File: config.mk
export PLATFORM = sky130hd
export DESIGN_NAME = timing_mem_loader
export DESIGN_NICKNAME = d
export VERILOG_FILES = /design/src/rtl/timing_mem_loader.sv
export SDC_FILE = /design/constraint.sdc
export NUM_CORES = 1
export LEC_CHECK = 0
export BUFFER_PORTS_ARGS = -buffer_cell sky130_fd_sc_hd__buf_4
export CORE_AREA = 3 3 107 78
export CTS_BUF_LIST = sky130_fd_sc_hd__clkbuf_4 sky130_fd_sc_hd__clkbuf_8
export DETAILED_ROUTE_END_ITERATION = 16
export DIE_AREA = 0 0 110 81
export MAX_ROUTING_LAYER = met4
export PLACE_DENSITY_LB_ADDON = 0.15
export SYNTH_ARGS = -nofsm -noshare
export SYNTH_HDL_FRONTEND = slang
export SYNTH_SLANG_ARGS = --single-unit
File: constraint.sdc
create_clock -name clk_i -period 2.1 [get_ports clk_i]
set_clock_uncertainty 0.2 [all_clocks]
set_input_delay 0.105 -clock clk_i [delete_from_list [all_inputs] [get_ports clk_i]]
set_output_delay 0.105 -clock clk_i [all_outputs]
set_load 0.05 [all_outputs]
File: src/rtl/timing_mem_loader.sv
// Writes one full line set ((P+1)*(M+1) stream words) into the timing memories per update_mem request, then pulses mem_updated.
// Latency: request edge -> ready 1 cycle; handshake -> write port 1 cycle; last write -> mem_updated 1 cycle.
// Backpressure: s_ready is high only while loading. Optional stall abort is enabled by TIMING_LOADER_TIMEOUT_EN.
module timing_mem_loader #(
    parameter int unsigned TIMEOUT_CYCLES = 1024
) (
    input  logic                      clk_i,
    input  logic                      nrst_i,
    input  logic [16:0]               s_data_i,
    input  logic                      s_valid_i,
    output logic                      s_ready_o,
    input  logic                      update_mem_i,
    input  logic [9:0]                points_per_line_i,
    input  logic [2:0]                mem_count_i,
    output logic [10:0]               waddr_o,
    output logic [16:0]               wdata_o,
    output logic                      we_o,
    output logic [2:0]                memory_selector_o,
    output logic                      mem_updated_o,
    output logic                      busy_o,
    output logic                      underrun_o
);

    typedef enum logic [1:0] {
        ST_IDLE  = 2'd0,
        ST_LOAD  = 2'd1,
        ST_DONE  = 2'd2
`ifdef TIMING_LOADER_TIMEOUT_EN
        , ST_ABORT = 2'd3
`endif
    } state_t;

    state_t      state_q, state_d;
    logic        hist_q, hist_d;
    logic        pend_q, pend_d;
    logic [9:0]  p_q, p_d;
    logic [2:0]  m_q, m_d;
    logic [10:0] addr_q, addr_d;
    logic [2:0]  sel_q, sel_d;
    logic        we_q, we_d;
    logic [10:0] waddr_q, waddr_d;
    logic [16:0] wdata_q, wdata_d;
    logic [2:0]  msel_q, msel_d;
    logic        done_q, done_d;
    logic        req, hs, last;

`ifdef TIMING_LOADER_TIMEOUT_EN
    localparam logic [15:0] TIMEOUT_LAST = 16'(TIMEOUT_CYCLES - 1);
    logic [15:0] idle_q, idle_d;
    logic        underrun_q, underrun_d;
`endif

    assign req  = update_mem_i & ~hist_q;
    assign hs   = s_valid_i & (state_q == ST_LOAD);
    assign last = (addr_q == {1'b0, p_q}) && (sel_q == m_q);

    // Next-state, counter and write-port computation
    always_comb begin
        state_d = state_q;
        hist_d  = update_mem_i;
        pend_d  = pend_q;
        p_d     = p_q;
        m_d     = m_q;
        addr_d  = addr_q;
        sel_d   = sel_q;
        we_d    = 1'b0;
        waddr_d = waddr_q;
        wdata_d = wdata_q;
        msel_d  = msel_q;
        done_d  = 1'b0;
`ifdef TIMING_LOADER_TIMEOUT_EN
        idle_d     = idle_q;
        underrun_d = underrun_q;
`endif
        // A request arriving while busy (including the DONE cycle) is queued once
        if (req && (state_q != ST_IDLE)) begin
            pend_d = 1'b1;
        end
        unique case (state_q)
            ST_IDLE: begin
                if (req || pend_q) begin
                    state_d = ST_LOAD;
                    pend_d  = 1'b0;
                    p_d     = points_per_line_i;
                    m_d     = mem_count_i;
                    addr_d  = 11'd0;
                    sel_d   = 3'd0;
`ifdef TIMING_LOADER_TIMEOUT_EN
                    idle_d     = 16'd0;
                    underrun_d = 1'b0;
`endif
                end
            end
            ST_LOAD: begin
                if (hs) begin
                    we_d    = 1'b1;
                    waddr_d = addr_q;
                    wdata_d = s_data_i;
                    msel_d  = sel_q;
                    if (addr_q < {1'b0, p_q}) begin
                        addr_d = addr_q + 11'd1;
                    end else begin
                        addr_d = 11'd0;
                        sel_d  = sel_q + 3'd1;
                    end
                    if (last) begin
                        state_d = ST_DONE;
                    end
`ifdef TIMING_LOADER_TIMEOUT_EN
                    idle_d = 16'd0;
                end else if (idle_q == TIMEOUT_LAST) begin
                    state_d = ST_ABORT;
                end else begin
                    idle_d = idle_q + 16'd1;
`endif
                end
            end
            ST_DONE: begin
                done_d  = 1'b1;
                state_d = ST_IDLE;
            end
`ifdef TIMING_LOADER_TIMEOUT_EN
            ST_ABORT: begin
                underrun_d = 1'b1;
                pend_d     = 1'b0;
                state_d    = ST_IDLE;
            end
`endif
            default: state_d = ST_IDLE;
        endcase
    end

    // Control registers: FSM state, request edge history, pending request
    always_ff @(posedge clk_i or negedge nrst_i) begin
        if (!nrst_i) begin
            state_q <= ST_IDLE;
            hist_q  <= 1'b0;
            pend_q  <= 1'b0;
        end else begin
            state_q <= state_d;
            hist_q  <= hist_d;
            pend_q  <= pend_d;
        end
    end

    // Datapath registers: latched geometry, counters, registered write port
    always_ff @(posedge clk_i or negedge nrst_i) begin
        if (!nrst_i) begin
            p_q     <= '0;
            m_q     <= '0;
            addr_q  <= '0;
            sel_q   <= '0;
            we_q    <= 1'b0;
            waddr_q <= '0;
            wdata_q <= '0;
            msel_q  <= '0;
            done_q  <= 1'b0;
`ifdef TIMING_LOADER_TIMEOUT_EN
            idle_q     <= '0;
            underrun_q <= 1'b0;
`endif
        end else begin
            p_q     <= p_d;
            m_q     <= m_d;
            addr_q  <= addr_d;
            sel_q   <= sel_d;
            we_q    <= we_d;
            waddr_q <= waddr_d;
            wdata_q <= wdata_d;
            msel_q  <= msel_d;
            done_q  <= done_d;
`ifdef TIMING_LOADER_TIMEOUT_EN
            idle_q     <= idle_d;
            underrun_q <= underrun_d;
`endif
        end
    end

    assign s_ready_o         = (state_q == ST_LOAD);
    assign busy_o            = (state_q != ST_IDLE);
    assign we_o              = we_q;
    assign waddr_o           = waddr_q;
    assign wdata_o           = wdata_q;
    assign memory_selector_o = msel_q;
    assign mem_updated_o     = done_q;
`ifdef TIMING_LOADER_TIMEOUT_EN
    assign underrun_o        = underrun_q;
`else
    assign underrun_o        = 1'b0;
`endif

endmodule

==> flow_summary.ini <==
[run_status]
status = finished, violations left
violations = setup timing

[layout]
layout-area-overhead-vs-synth_pct = 46.1
final_nets = 399
final_util_pct = 58.3
diodes = 0
multi_input_area_um2 = 1280
fillers = 650
drive_above_1_share_pct = 47.1
regArea_um2 = 1600

[floorplanning]
core_area_um2 = 7320
rows = 26
ios = 70
initial_utilization_pct = 39.9
fp.dieH_um = 81
dieArea_um2 = 8910
die_width_um = 110

[sta]
slew_headroom_pct = 64.4
fin_ws_ns = -0.00829
fmax_ghz = 0.474
period_share_pct = 100
grt_setup_unrepaired = true
setup_violations = 1
finalHoldViolCount = 0
fin_setup_tns_ns = -0.00829
fin_crit_ns = 2.11
drv_slew = 0
tightest_slew_ns = 0.530

[critical_path]
worstSetupPathType = flop to flop
cpLargestDelayFamily = compound AO/OA/AOI/OAI gates
critPathSlowestCell = dfrtp_1
critPathMaxStageDelay_ns = 0.38
cp.required_ns = 2.13
path_cells = ha_1 -> a21o_2 -> a2111oi_4 -> nand2b_4 -> nand2_4 -> mux2_2
reg2regPathDepth = 6
crit_cells = 6
startpoint_type = flop
crit_fanout = 4
cp.arrival_ns = 2.13
endpoint_kind = flop
cp_num_buf_inv = 0

[routing]
drt-initial-drc-count = 52
route.detailed.drc = 0
num_vias = 2142
vias_per_cell = 4.71
wire_per_inst_um = 14.0
final_antenna_net_count = 0
drtPass1Iterations = 4
totalWireLength_um = 6380

[worst_hold_path]
holdPathStages = 4
hold_path.class = input port to flop

[synthesis]
netlist_top_cells_count = 64 x dfrtp_1, 44 x mux2_2, 14 x inv_1, 14 x nor2_1, 12 x ha_1
synth_area_leaders = dfrtp_1 55%, mux2_2 17%, ha_1 5.1%
synth_top_family_by_area = multiplexers
synth_most_common_cell = dfrtp_1
synth_mux_area_share_pct = 17.0
synth_compound_area_share_pct = 6.56
yosysTopAreaCell = dfrtp_1
syn_nets = 271
synth_top_area_share_pct = 54.9
ys_async_sr_fraction_pct = 100
synth_edf_count = 0
syn_area_um2 = 2920
synthCells = 225
synth.distinct_cells = 44
synthXorXnorAreaFrac_pct = 3.00
synth-main-ff-cell = dfrtp_1
yosysSeqAreaShare_pct = 54.9
synth.yosys.warnings = 0
ys_ff_latch = 64
synth_adder_area_share_pct = 5.15
synthSimpleGateAreaFrac_pct = 9.91
avgSynthCellArea_um2 = 13.0

[power]
leakage_nw = 2.06
cellPowerDensity_nw_per_um2 = 1290
switching_power_mw = 2.19
p_total_mw = 5.52
max-vdd-ir-drop_uv = 931
combPwrFrac_pct = 48.0
power.internal_mw = 3.32
p_clk_share_pct = 18.5
pwr-share-seq_pct = 33.5
swShare_pct = 39.7

[clock_network]
cts_tree = yes
insertion_delay_ns = 0.34
htreeDepth = 3
clk_pin_slew_ns = 0.07
cts.sink_count = 64
cts.root.buffer_cell = clkbuf_8
cts_buffers = 9
clockBufferDepth = 2

[placed_design]
dp_slack_ns = -0.0257
port_buffers = 68
post-dp-hpwl_um = 4460
gp_congestion = 0.871

[global_route]
antenna_found_initial = 0
gr-usage-all-layers_pct = 15.8
grt_pass1_vias = 2116
grt_max_degree = 42
grt_pass1_wl_um = 10100
overflow = 0

[job]
cap_violations = 0
power by group through the flow:
stage          logic [mW]  clock network, mW  registers (mW)
3_5_place_dp         2.53                  0            1.87
4_1_cts              2.59               1.07            1.85
3_3_place_gp         2.50                  0            1.87
2_1_floorplan        1.18                  0            2.44
5_1_grt              2.86               1.13            1.90
6_report             2.65               1.02            1.85
kinds of logic (layout without fill, tap and decap cells):
logic type,count (synthesis),after routing
flip-flops,64,64
AND/OR/NAND/NOR,51,51
multiplexers,44,44
AO/OA/AOI/OAI,23,23
buffers and inverters,20,152
adder cells (fa/ha/maj),12,12
XOR/XNOR,10,10
other,1,1
final timing paths:
check	from	endpoint	slack (ns)
max	addr_q[8]	sel_q[0]	-0.008
min	s_valid_i	we_o	0.04
max reg2reg	addr_q[8]	sel_q[0]	-0.008
min reg2reg	waddr_o[0]	waddr_o[0]	0.29
max in group asynchronous	nrst_i	addr_q[8]	1.05
min in group asynchronous	nrst_i	wdata_o[14]	0.10
area by class of cell:
class	count	area share [%]
Timing Repair Buffer	123	23.9
Tap cell	98	2.88
Sequential cell	64	37.6
Inverter	14	1.23
Clock inverter	4	1.06
Clock buffer	11	3.40
Multi-Input combinational cell	141	30.0
timing repair:
item | CTS | global route
gates resized for setup | 0 | 12
hold buffers | 32 | 0
buffers inserted | 2 | 0
hold endpoints to repair | 96 | 0
pin swaps | 1 | 3
endpoints found under the setup margin | 1 | 15
cell usage in the layout, fill, tap and decap left out, types with 3 or more instances in the layout:
| cell | netlist | final |
|---|---|---|
| nand4_1 | 7 | 7 |
| xor2_1 | 7 | 7 |
| xnor2_1 | 3 | 3 |
| nand2_1 | 9 | 9 |
| dlygate4sd3_1 | 0 | 32 |
| clkbuf_8 | 0 | 10 |
| clkinv_2 | 0 | 3 |
| nor2_1 | 14 | 12 |
| ha_1 | 12 | 12 |
| and3_1 | 4 | 3 |
| o21ai_0 | 6 | 5 |
| buf_4 | 4 | 89 |
| mux2_2 | 44 | 44 |
| dfrtp_1 | 64 | 64 |
| inv_1 | 14 | 14 |
layer usage:
layer  routed length [µm]  vias up  GRT usage [%]
li1                     -     1051              -
met1                 3080     1032           21.1
met2                 2830       50           21.5
met3                  379        9           5.80
met4                   86        0           6.85
met5                    0        -              -
per-stage QoR:
step                cell area [µm²]  std cells  hold slack [ns]
floorplan                      2920        225           -0.391
global placement               3680        406          -0.0787
detailed placement             3680        406          -0.0771
CTS                            4210        455           0.0240
global route                   4260        455           0.0268
finish                         4260        455           0.0412
sequential cells by signal, summed over array words and instances, names as in the netlist, 2 cells and up:
| signal | flops |
|---|---|
| wdata_o | 17 |
| addr_q | 11 |
| waddr_o | 11 |
| p_q | 10 |
| m_q | 3 |
| memory_selector_o | 3 |
| sel_q | 3 |
| state_q | 2 |
tightest hold or removal path, delay by kind of cell:
kind	cells	cell delay [ns]
simple gates	1	0.08
buf+inv	3	0.34
(Power assumes the default switching activity.)
